## src/rtl/mips_ctrl_pkg.sv

```systemverilog
// Shared encodings for the multicycle MIPS main controller: FSM states,
// opcodes, aluop codes and the control bundle driven to the datapath.
package mips_ctrl_pkg;

  typedef enum logic [3:0] {
    S_FETCH   = 4'd0,
    S_DECODE  = 4'd1,
    S_MEMADR  = 4'd2,
    S_MEMRD   = 4'd3,
    S_MEMWB   = 4'd4,
    S_MEMWR   = 4'd5,
    S_RTYPEEX = 4'd6,
    S_RTYPEWB = 4'd7,
    S_BEQEX   = 4'd8,
    S_IMMEX   = 4'd9,
    S_IMMWB   = 4'd10,
    S_JEX     = 4'd11
  } state_t;

  localparam logic [5:0] OP_RTYPE = 6'b000000;
  localparam logic [5:0] OP_LW    = 6'b100011;
  localparam logic [5:0] OP_SW    = 6'b101011;
  localparam logic [5:0] OP_BEQ   = 6'b000100;
  localparam logic [5:0] OP_J     = 6'b000010;
  localparam logic [5:0] OP_ADDI  = 6'b001000;
  localparam logic [5:0] OP_ADDIU = 6'b001001;
  localparam logic [5:0] OP_SLTI  = 6'b001010;
  localparam logic [5:0] OP_ANDI  = 6'b001100;
  localparam logic [5:0] OP_ORI   = 6'b001101;
  localparam logic [5:0] OP_XORI  = 6'b001110;
  localparam logic [5:0] OP_LUI   = 6'b001111;

  localparam logic [5:0] ALUOP_ADD   = 6'b000000;
  localparam logic [5:0] ALUOP_SUB   = 6'b000001;
  localparam logic [5:0] ALUOP_RTYPE = 6'b111111;

  // Everything the controller drives to the datapath in one cycle.
  typedef struct packed {
    logic       memread;
    logic       memwrite;
    logic       iord;
    logic       irwrite;
    logic       pcen;
    logic [1:0] pcsrc;
    logic       alusrca;
    logic [1:0] alusrcb;
    logic       extop;
    logic [5:0] aluop;
    logic       regdst;
    logic       memtoreg;
    logic       regwrite;
    logic       illegal_op;
  } ctrl_t;

  // I-type ALU instructions handled by the IMMEX/IMMWB path.
  function automatic logic is_imm_alu_op(input logic [5:0] op);
    case (op)
      OP_ADDI, OP_ADDIU, OP_SLTI, OP_ANDI, OP_ORI, OP_XORI, OP_LUI: return 1'b1;
      default: return 1'b0;
    endcase
  endfunction

  // Logical immediates take a zero-extended operand.
  function automatic logic is_logic_imm_op(input logic [5:0] op);
    return (op == OP_ANDI) || (op == OP_ORI) || (op == OP_XORI);
  endfunction

  function automatic logic is_legal_op(input logic [5:0] op);
    return is_imm_alu_op(op) || (op == OP_RTYPE) || (op == OP_LW) ||
           (op == OP_SW) || (op == OP_BEQ) || (op == OP_J);
  endfunction

endpackage

```

## src/rtl/mips_ctrl_outdec.sv

```systemverilog
// Output decoder: maps the current state (plus op, zero and mem_ready where
// a state needs them) to the datapath control bundle. Purely combinational.
module mips_ctrl_outdec
  import mips_ctrl_pkg::*;
#(
  parameter logic [5:0] ALUOP_R = 6'b111111
) (
  input  state_t     state,
  input  logic [5:0] op,
  input  logic       zero,
  input  logic       mem_ready,
  output ctrl_t      ctrl
);

  // Per-state control values; anything a state does not mention stays 0.
  always_comb begin
    // NOTE: assigning the whole bundle a default first keeps every path
    // fully specified, so no latch is inferred for fields a state skips.
    ctrl = '0;
    case (state)
      S_FETCH: begin
        ctrl.memread = 1'b1;
        ctrl.alusrcb = 2'b01;
        ctrl.aluop   = ALUOP_ADD;
        if (mem_ready) begin
          ctrl.irwrite = 1'b1;
          ctrl.pcen    = 1'b1;
        end
      end
      S_DECODE: begin
        ctrl.alusrcb    = 2'b11;
        ctrl.extop      = 1'b1;
        ctrl.aluop      = ALUOP_ADD;
        ctrl.illegal_op = !is_legal_op(op);
      end
      S_MEMADR: begin
        ctrl.alusrca = 1'b1;
        ctrl.alusrcb = 2'b10;
        ctrl.extop   = 1'b1;
        ctrl.aluop   = ALUOP_ADD;
      end
      S_MEMRD: begin
        ctrl.memread = 1'b1;
        ctrl.iord    = 1'b1;
      end
      S_MEMWB: begin
        ctrl.memtoreg = 1'b1;
        ctrl.regwrite = 1'b1;
      end
      S_MEMWR: begin
        ctrl.memwrite = 1'b1;
        ctrl.iord     = 1'b1;
      end
      S_RTYPEEX: begin
        ctrl.alusrca = 1'b1;
        ctrl.alusrcb = 2'b00;
        ctrl.aluop   = ALUOP_R;
      end
      S_RTYPEWB: begin
        ctrl.regdst   = 1'b1;
        ctrl.regwrite = 1'b1;
      end
      S_BEQEX: begin
        ctrl.alusrca = 1'b1;
        ctrl.alusrcb = 2'b00;
        ctrl.aluop   = ALUOP_SUB;
        ctrl.pcsrc   = 2'b01;
        ctrl.pcen    = zero;
      end
      S_IMMEX: begin
        ctrl.alusrca = 1'b1;
        ctrl.alusrcb = 2'b10;
        ctrl.aluop   = op;
        ctrl.extop   = !is_logic_imm_op(op);
      end
      S_IMMWB: begin
        ctrl.regwrite = 1'b1;
      end
      S_JEX: begin
        ctrl.pcsrc = 2'b10;
        ctrl.pcen  = 1'b1;
      end
      default: ;
    endcase
  end

endmodule

```

## src/rtl/mips_mc_ctrl.sv

```systemverilog
// Multicycle MIPS main controller: state register, next-state logic and
// retired-instruction counter. Output decoding lives in mips_ctrl_outdec.
module mips_mc_ctrl #(
  parameter int         CNT_W       = 32,
  parameter logic [5:0] ALUOP_RTYPE = mips_ctrl_pkg::ALUOP_RTYPE
) (
  input  logic             clk,
  input  logic             reset,
  input  logic [5:0]       op,
  input  logic             zero,
  input  logic             mem_ready,
  output logic             memread,
  output logic             memwrite,
  output logic             iord,
  output logic             irwrite,
  output logic             pcen,
  output logic [1:0]       pcsrc,
  output logic             alusrca,
  output logic [1:0]       alusrcb,
  output logic             extop,
  output logic [5:0]       aluop,
  output logic             regdst,
  output logic             memtoreg,
  output logic             regwrite,
  output logic             illegal_op,
  output logic [3:0]       state,
  output logic [CNT_W-1:0] retired
);

  import mips_ctrl_pkg::*;

  state_t           state_q, state_d;
  logic             retire;
  logic [CNT_W-1:0] retired_q;
  ctrl_t            ctrl;

  mips_ctrl_outdec #(.ALUOP_R(ALUOP_RTYPE)) u_outdec (
    .state     (state_q),
    .op        (op),
    .zero      (zero),
    .mem_ready (mem_ready),
    .ctrl      (ctrl)
  );

  // Next state and the retire strobe marking the last cycle of an instruction.
  always_comb begin
    state_d = S_FETCH;
    retire  = 1'b0;
    case (state_q)
      S_FETCH:  state_d = mem_ready ? S_DECODE : S_FETCH;
      S_DECODE: begin
        case (op)
          OP_LW, OP_SW: state_d = S_MEMADR;
          OP_RTYPE:     state_d = S_RTYPEEX;
          OP_BEQ:       state_d = S_BEQEX;
          OP_J:         state_d = S_JEX;
          default:      state_d = is_imm_alu_op(op) ? S_IMMEX : S_FETCH;
        endcase
      end
      S_MEMADR: begin
        if (op == OP_LW)      state_d = S_MEMRD;
        else if (op == OP_SW) state_d = S_MEMWR;
        else                  state_d = S_FETCH;
      end
      S_MEMRD:   state_d = mem_ready ? S_MEMWB : S_MEMRD;
      S_MEMWB:   retire  = 1'b1;
      S_MEMWR: begin
        state_d = mem_ready ? S_FETCH : S_MEMWR;
        retire  = mem_ready;
      end
      S_RTYPEEX: state_d = S_RTYPEWB;
      S_RTYPEWB: retire  = 1'b1;
      S_BEQEX:   retire  = 1'b1;
      S_IMMEX:   state_d = S_IMMWB;
      S_IMMWB:   retire  = 1'b1;
      S_JEX:     retire  = 1'b1;
      default:   state_d = S_FETCH;
    endcase
  end

  // State register; reset aborts any instruction in flight.
  always_ff @(posedge clk or posedge reset) begin
    // NOTE: sequential state uses non-blocking assignments so every register
    // samples pre-edge values regardless of block ordering.
    if (reset) state_q <= S_FETCH;
    else       state_q <= state_d;
  end

  // Retired-instruction counter, wraps naturally at all-ones.
  always_ff @(posedge clk or posedge reset) begin
    if (reset)       retired_q <= '0;
    else if (retire) retired_q <= retired_q + CNT_W'(1);
  end

  // Strobes are masked while reset is high so nothing fires during reset.
  assign memread    = ctrl.memread    & ~reset;
  assign memwrite   = ctrl.memwrite   & ~reset;
  assign irwrite    = ctrl.irwrite    & ~reset;
  assign pcen       = ctrl.pcen       & ~reset;
  assign regwrite   = ctrl.regwrite   & ~reset;
  assign illegal_op = ctrl.illegal_op & ~reset;
  assign iord       = ctrl.iord;
  assign pcsrc      = ctrl.pcsrc;
  assign alusrca    = ctrl.alusrca;
  assign alusrcb    = ctrl.alusrcb;
  assign extop      = ctrl.extop;
  assign aluop      = ctrl.aluop;
  assign regdst     = ctrl.regdst;
  assign memtoreg   = ctrl.memtoreg;
  assign state      = state_q;
  assign retired    = retired_q;

endmodule

```

## config.mk

```make
export PLATFORM = sky130hd
export DESIGN_NAME = mips_mc_ctrl
export DESIGN_NICKNAME = d
export VERILOG_FILES = /design/src/rtl/mips_ctrl_pkg.sv /design/src/rtl/mips_ctrl_outdec.sv /design/src/rtl/mips_mc_ctrl.sv
export SDC_FILE = /design/constraint.sdc
export NUM_CORES = 1
export LEC_CHECK = 0
export ABC_AREA = 1
export ABC_CLOCK_PERIOD_IN_PS = 1800
export CAP_MARGIN = 20
export CELL_PAD_IN_SITES_DETAIL_PLACEMENT = 1
export CELL_PAD_IN_SITES_GLOBAL_PLACEMENT = 1
export CORE_MARGIN = 1.5
export CORE_UTILIZATION = 34
export CTS_BUF_LIST = sky130_fd_sc_hd__clkbuf_2 sky130_fd_sc_hd__clkbuf_4 sky130_fd_sc_hd__clkbuf_8
export CTS_CLUSTER_DIAMETER = 120
export DETAILED_ROUTE_END_ITERATION = 8
export PLACE_DENSITY = 0.82
export SYNTH_ARGS = -nofsm -noshare
export SYNTH_HDL_FRONTEND = slang
export SYNTH_SLANG_ARGS = --single-unit
```

## constraint.sdc

```tcl
create_clock -name clk -period 1.8 [get_ports clk]
set_input_delay 0.27 -clock clk [delete_from_list [all_inputs] [get_ports clk]]
set_output_delay 0.27 -clock clk [all_outputs]
set_load 0.02 [all_outputs]
```

==> impl_metrics.env, run 1 <==
export IMPL_final_util_pct=53.9
export IMPL_drcViolationCount=0
export IMPL_setup_viol=11
export IMPL_grt_max_degree=37
export IMPL_yosysWarnings=0
export IMPL_synth_cells=448
export IMPL_ant_nets=0
export IMPL_reg2reg_from="state[1]"
export IMPL_fin_hold_ws_ns=0.362
export IMPL_layout_cells_most_common_list="nand2_1, nor2_1, buf_4, inv_1, clkdlybuf4s50_1"
export IMPL_clkTransAtPathRegs_ns=0.07
export IMPL_slowest_delay_ns=0.39
export IMPL_p_per_area_nw_per_um2=857
export IMPL_outcome="complete, but fails checks"
export IMPL_worst_slew_pin_slew_ns=0.493
export IMPL_critPathMaxFanout=3
export IMPL_relSlewSlack_pct=67.1
export IMPL_drv_cap=0
export IMPL_synth_seq_area_share_pct=34.2
export IMPL_fin_nets=583
export IMPL_grt_pass1_vias=3476
export IMPL_endpoint_kind="output port"
export IMPL_preCtsSetupSlack_ns=-0.528
export IMPL_wl_per_cell_um=15.9
export IMPL_rsz0062_at_grt="yes"
export IMPL_ys_types=24
export IMPL_vias_per_cell=5.07
export IMPL_critical_path_class="reg2out"
export IMPL_tns_ns=-0.160
export IMPL_peakVddDrop_mv=0.424
export IMPL_grt_usage_pct=24.9
export IMPL_netlist_area_um2=2640
export IMPL_antenna_cells=0
export IMPL_crit_chain="buf_4, nor2_4, inv_1, buf_4, a211oi_2, buf_4"
export IMPL_antenna_found_initial=0
export IMPL_min_path_type="in2reg"
export IMPL_overflow=0
export IMPL_finalMaxSlewViolations=0
export IMPL_final_layout_size_suffix_gt1_share_pct=20.8
export IMPL_cp_required_ns=1.53
export IMPL_synthesis_nets=459
export IMPL_die_height_um=91.1
export IMPL_cts_root_buf="clkbuf_8"
export IMPL_portBuffers=66
export IMPL_failed_checks="setup timing"
export IMPL_fin_skew_ns=0.0160
export IMPL_dieArea_um2=8290
export IMPL_n_fill_cell=1022
export IMPL_hold_viol_final=0
export IMPL_arrival_ns=1.57
export IMPL_wl_um=10700
export IMPL_cts_sinks=36
export IMPL_syn_to_final_growth_pct=50.6
export IMPL_insertion_delay_ns=0.30
export IMPL_ios=67
export IMPL_min_from="op[3]"
export IMPL_cts_tree="yes"
export IMPL_placementRows=31
export IMPL_reg2reg_slack_ns=0.05
export IMPL_fin_crit_sh_pct=102
export IMPL_clk_path_buf_depth=2
export IMPL_startpoint="state[3]"
export IMPL_drt_iter0_markers=133
export IMPL_setup_ws_ns=-0.0430
export IMPL_final_common_cell="nand2_1"
export IMPL_grt_pass1_wl_um=16700
export IMPL_cts_buffers=5
export IMPL_yosys_register_bits=36
export IMPL_hpwl_um=7790
export IMPL_globalplace_congestion=0.903
export IMPL_first_pass_iters=4
export IMPL_htreeDepth=2
export IMPL_p_total_w=0.00340
export IMPL_die_w_um=91.1
export IMPL_start_util_pct=35.8
export IMPL_vias=3410
export IMPL_cpMaxStageDelayCell="dfrtp_1"
export IMPL_period_needed_ns=1.84
export IMPL_crit_path_start_kind="register"
export IMPL_crit_top_cell="buf_4"
export IMPL_syn_area_per_cell_um2=5.88
export IMPL_p_leak_nw=1.98
export IMPL_fmax_ghz=0.543
export IMPL_core_um2=7370
[final timing paths]
check                      cells past startpoint     endpoint
setup / recovery                               6      memread
hold / removal                                 3     state[1]
setup reg to reg                              11   retired[5]
hold reg to reg                                2  retired[31]
max in group asynchronous                      3     state[2]
min in group asynchronous                      3  retired[31]
[cells in the mapped netlist, drive strengths merged]
| library cell | n | area share [%] |
|---|---|---|
| nand2 | 206 | 29 |
| nor2 | 79 | 11 |
| inv | 48 | 6.8 |
| dfrtp | 36 | 34 |
| nand3 | 28 | 5.3 |
| o21ai | 18 | 3.4 |
| xor2 | 8 | 2.7 |
| buf | 6 | 1.7 |
| nand3b | 3 | 0.85 |
| nor3 | 3 | 0.57 |
| o211ai | 3 | 0.85 |
| nand4 | 2 | 0.47 |
| xnor2 | 2 | 0.66 |
| a211oi | 1 | 0.28 |
| a21oi | 1 | 0.19 |
| and3 | 1 | 0.24 |
| ha | 1 | 0.47 |
| o2111ai | 1 | 0.33 |
| o221ai | 1 | 0.33 |
[power by group]
part           total [W]  internal [W]  switching, W
Clock           0.000608      0.000271      0.000337
Sequential       0.00103      0.000904      0.000124
Combinational    0.00177      0.000736       0.00103
[cell type report]
class,instances,area (um2),share of cell area (%)
inverters,48,185,4.66
clock inverters,3,18.8,0.473
clock buffers,5,68.8,1.73
flip-flops and latches,36,903,22.7
well taps,99,124,3.12
multi-input cells,358,1620,40.9
repair buffers,123,1050,26.4
[critical path: cells and delay by family (launching register included)]
family | cells | cell delay [ns]
and+or+nand+nor | 1 | 0.13
buffers and inverters | 4 | 0.59
AOI/OAI and AO/OA | 1 | 0.17
DFF | 1 | 0.39
[per-layer routing]
| metal | share of wire (%) | GRT usage, % |
|---|---|---|
| met4 | 1.6 | 4.17 |
| met1 | 46 | 32.7 |
| met3 | 3.7 | 3.27 |
| met5 | 0 | 0 |
| met2 | 49 | 44.1 |
[cell families after synthesis]
| family | synth area share [%] |
|---|---|
| DFF | 34.2 |
| AOI/OAI and AO/OA | 5.41 |
| xor gates and xnor gates | 3.32 |
| and+or+nand+nor | 48.1 |
| buffers and inverters | 8.50 |
| adders and majority gates | 0.475 |
[metrics by stage]
| step | std cells | instance area [um2] |
|---|---|---|
| 4_1_cts | 670 | 3860 |
| 6_report | 672 | 3970 |
| 3_5_place_dp | 656 | 3740 |
| 3_3_place_gp | 656 | 3740 |
| 5_1_grt | 672 | 3970 |
| 2_1_floorplan | 448 | 2640 |
[registers in the layout, summed over array words and instances, names as in the netlist]
register / cells
retired: 32
state: 4
[repair_timing]
item,CTS,global route
gates resized for setup,108,45
pin swaps,6,8
setup endpoints to repair,47,55
buffers inserted,6,2
hold buffers,0,0
Power figures use the tool's default switching activity.
==> inputs of run 2 (changes only) <==
- CORE_MARGIN: 1.5 -> unset
==> run 2 against run 1 <==
The flow still finishes with violations (setup timing). Cell count rose by 0.30%. Hold slack got worse by 0.016 ns. Sequential power barely moved. Power rose by 8.3%. Worst setup slack got worse by 0.033 ns. Critical endpoint is now illegal_op.
==> impl_metrics.env, run 2 (synthesis results as in run 1) <==
export IMPL_outcome="complete, but fails checks"
export IMPL_failed_checks="setup timing"
export IMPL_grt_max_degree=37
export IMPL_fin_skew_ns=0.0139
export IMPL_fin_nets=585
export IMPL_antenna_found_initial=0
export IMPL_critPathMaxFanout=4
export IMPL_cts_tree="yes"
export IMPL_clk_path_buf_depth=2
export IMPL_internal_power_w=0.00213
export IMPL_drcViolationCount=0
export IMPL_peakVddDrop_mv=0.505
export IMPL_arrival_ns=1.61
export IMPL_largest_reg_flops=32
export IMPL_p_leak_nw=1.98
export IMPL_n_fill_cell=999
export IMPL_first_pass_iters=4
export IMPL_portBuffers=66
export IMPL_grt_pass1_wl_um=17400
export IMPL_cp_required_ns=1.53
export IMPL_p_comb_share_pct=51.0
export IMPL_wl_per_cell_um=16.8
export IMPL_antenna_cells=0
export IMPL_min_from="op[3]"
export IMPL_clkTransAtPathRegs_ns=0.08
export IMPL_finalMaxSlewViolations=0
export IMPL_wl_um=11400
export IMPL_insertion_delay_ns=0.31
export IMPL_relSlewSlack_pct=66.2
export IMPL_hold_buffers=0
export IMPL_dieArea_um2=8110
export IMPL_syn_to_final_growth_pct=53.7
export IMPL_startpoint="state[3]"
export IMPL_drt_iter0_markers=156
export IMPL_vias=3451
export IMPL_core_um2=7370
export IMPL_critical_path_class="reg2out"
export IMPL_switching_share_pct=42.3
export IMPL_setup_viol=7
export IMPL_endpoint_kind="output port"
export IMPL_hpwl_um=7980
export IMPL_multi_input_comb_area_um2=1650
export IMPL_rsz0062_at_grt="yes"
export IMPL_grt_pass1_vias=3610
export IMPL_seq_area_um2=905
export IMPL_htreeDepth=2
export IMPL_fin_crit_sh_pct=104
export IMPL_crit_path_start_kind="register"
export IMPL_period_needed_ns=1.88
export IMPL_drv_cap=0
export IMPL_setup_ws_ns=-0.0755
export IMPL_globalplace_congestion=0.863
export IMPL_final_layout_size_suffix_gt1_share_pct=23.1
export IMPL_vias_per_cell=5.12
export IMPL_worst_slew_pin_slew_ns=0.506
export IMPL_placementRows=31
export IMPL_reg2reg_slack_ns=0
export IMPL_grt_usage_pct=26.6
export IMPL_reg2reg_from="state[1]"
export IMPL_fin_hold_ws_ns=0.345
export IMPL_tns_ns=-0.273
export IMPL_cts_root_buf="clkbuf_8"
export IMPL_start_util_pct=35.8
export IMPL_min_path_type="in2reg"
export IMPL_die_height_um=90.1
export IMPL_p_per_area_nw_per_um2=909
export IMPL_cts_buffers=5
export IMPL_fmax_ghz=0.533
export IMPL_seqPwrFrac_pct=28.2
export IMPL_layout_cells_most_common_list="nand2_1, nor2_1, buf_4, clkdlybuf4s50_1, inv_1"
export IMPL_final_common_cell="nand2_1"
export IMPL_overflow=0
export IMPL_power_frac_clock_pct=20.8
export IMPL_power_switching_w=0.00156
export IMPL_die_w_um=90.1
export IMPL_cts_sinks=36
export IMPL_ios=67
export IMPL_ant_nets=0
export IMPL_hold_viol_final=0
[run 2: cell count changes in the layout (fill, tap and decap cells not counted), moves of 3 or more]
cell	change
inv_2	+5
inv_1	-5
o21ai_0	-3
nand2_1	-3
nand2_2	+3
buf_6	+6
buf_4	-4
[run 2: repair_timing]
action                     in CTS  in global routing
buffers inserted                7                  4
pin swaps                       3                  5
gates resized for setup       135                 43
setup endpoints to repair      54                 55
[run 2: cell type report]
cell class / instances / share of cell area (%)
Timing Repair Buffer: 125 / 26.3
Inverter: 48 / 4.75
Sequential cell: 36 / 22.3
Clock buffer: 5 / 1.70
Tap cell: 99 / 3.06
Multi-Input combinational cell: 358 / 40.8
Clock inverter: 3 / 1.05
[run 2: worst max-delay path, stage by stage (launching register included)]
cell and delay, ns:
dfrtp_1 0.42, buf_4 0.16, nor2_4 0.13, buf_6 0.13, nand2_2 0.07, nor3_2 0.21, buf_4 0.18
[run 2: layer usage]
metal / GRT usage, % / part of all wire, % / wire [um] / up-vias
met5: 0 / 0 / 0 / -
met4: 7.80 / 2.4 / 273 / 0
met3: 4.15 / 3.8 / 429 / 23
met2: 46.9 / 50 / 5720 / 94
met1: 33.3 / 43 / 4930 / 1711
li1: - / - / - / 1623
[run 2: per-stage QoR]
stage	instance area [um2]	total power [W]	cells	util, %	setup slack [ns]
global route	4050	0.00386	674	55.0	-0.110
CTS	3930	0.00348	670	53.4	-0.0442
detailed placement	3740	0.00264	655	50.7	-0.531
floorplan	2640	0.00181	448	-	0.0697
finish	4050	0.00368	674	55.0	-0.0755
global placement	3740	0.00258	655	50.7	-0.431
[run 2: path summary, 6_finish.rpt]
| check | endpoint | depth (start not counted) |
|---|---|---|
| worst min-delay path | state[1] | 3 |
| min in group asynchronous | state[0] | 3 |
| worst max-delay path | illegal_op | 6 |
| worst max register to register | retired[12] | 11 |
| max in group asynchronous | retired[0] | 3 |
| worst min register to register | retired[1] | 2 |
[run 2: power groups by stage]
stage                     clock (W)  sequential (W)  combinational (W)
after floorplan                   0         0.00115           0.000660
after global placement            0         0.00102            0.00156
after detailed placement          0         0.00103            0.00161
after CTS                  0.000763         0.00103            0.00169
after global routing       0.000805         0.00105            0.00200
final                      0.000766         0.00104            0.00188
==> inputs of run 3 (changes only) <==
- CAP_MARGIN: 20 -> unset
==> results of run 3 <==
The final DEF is identical to that of run 2; final timing and power are the same.
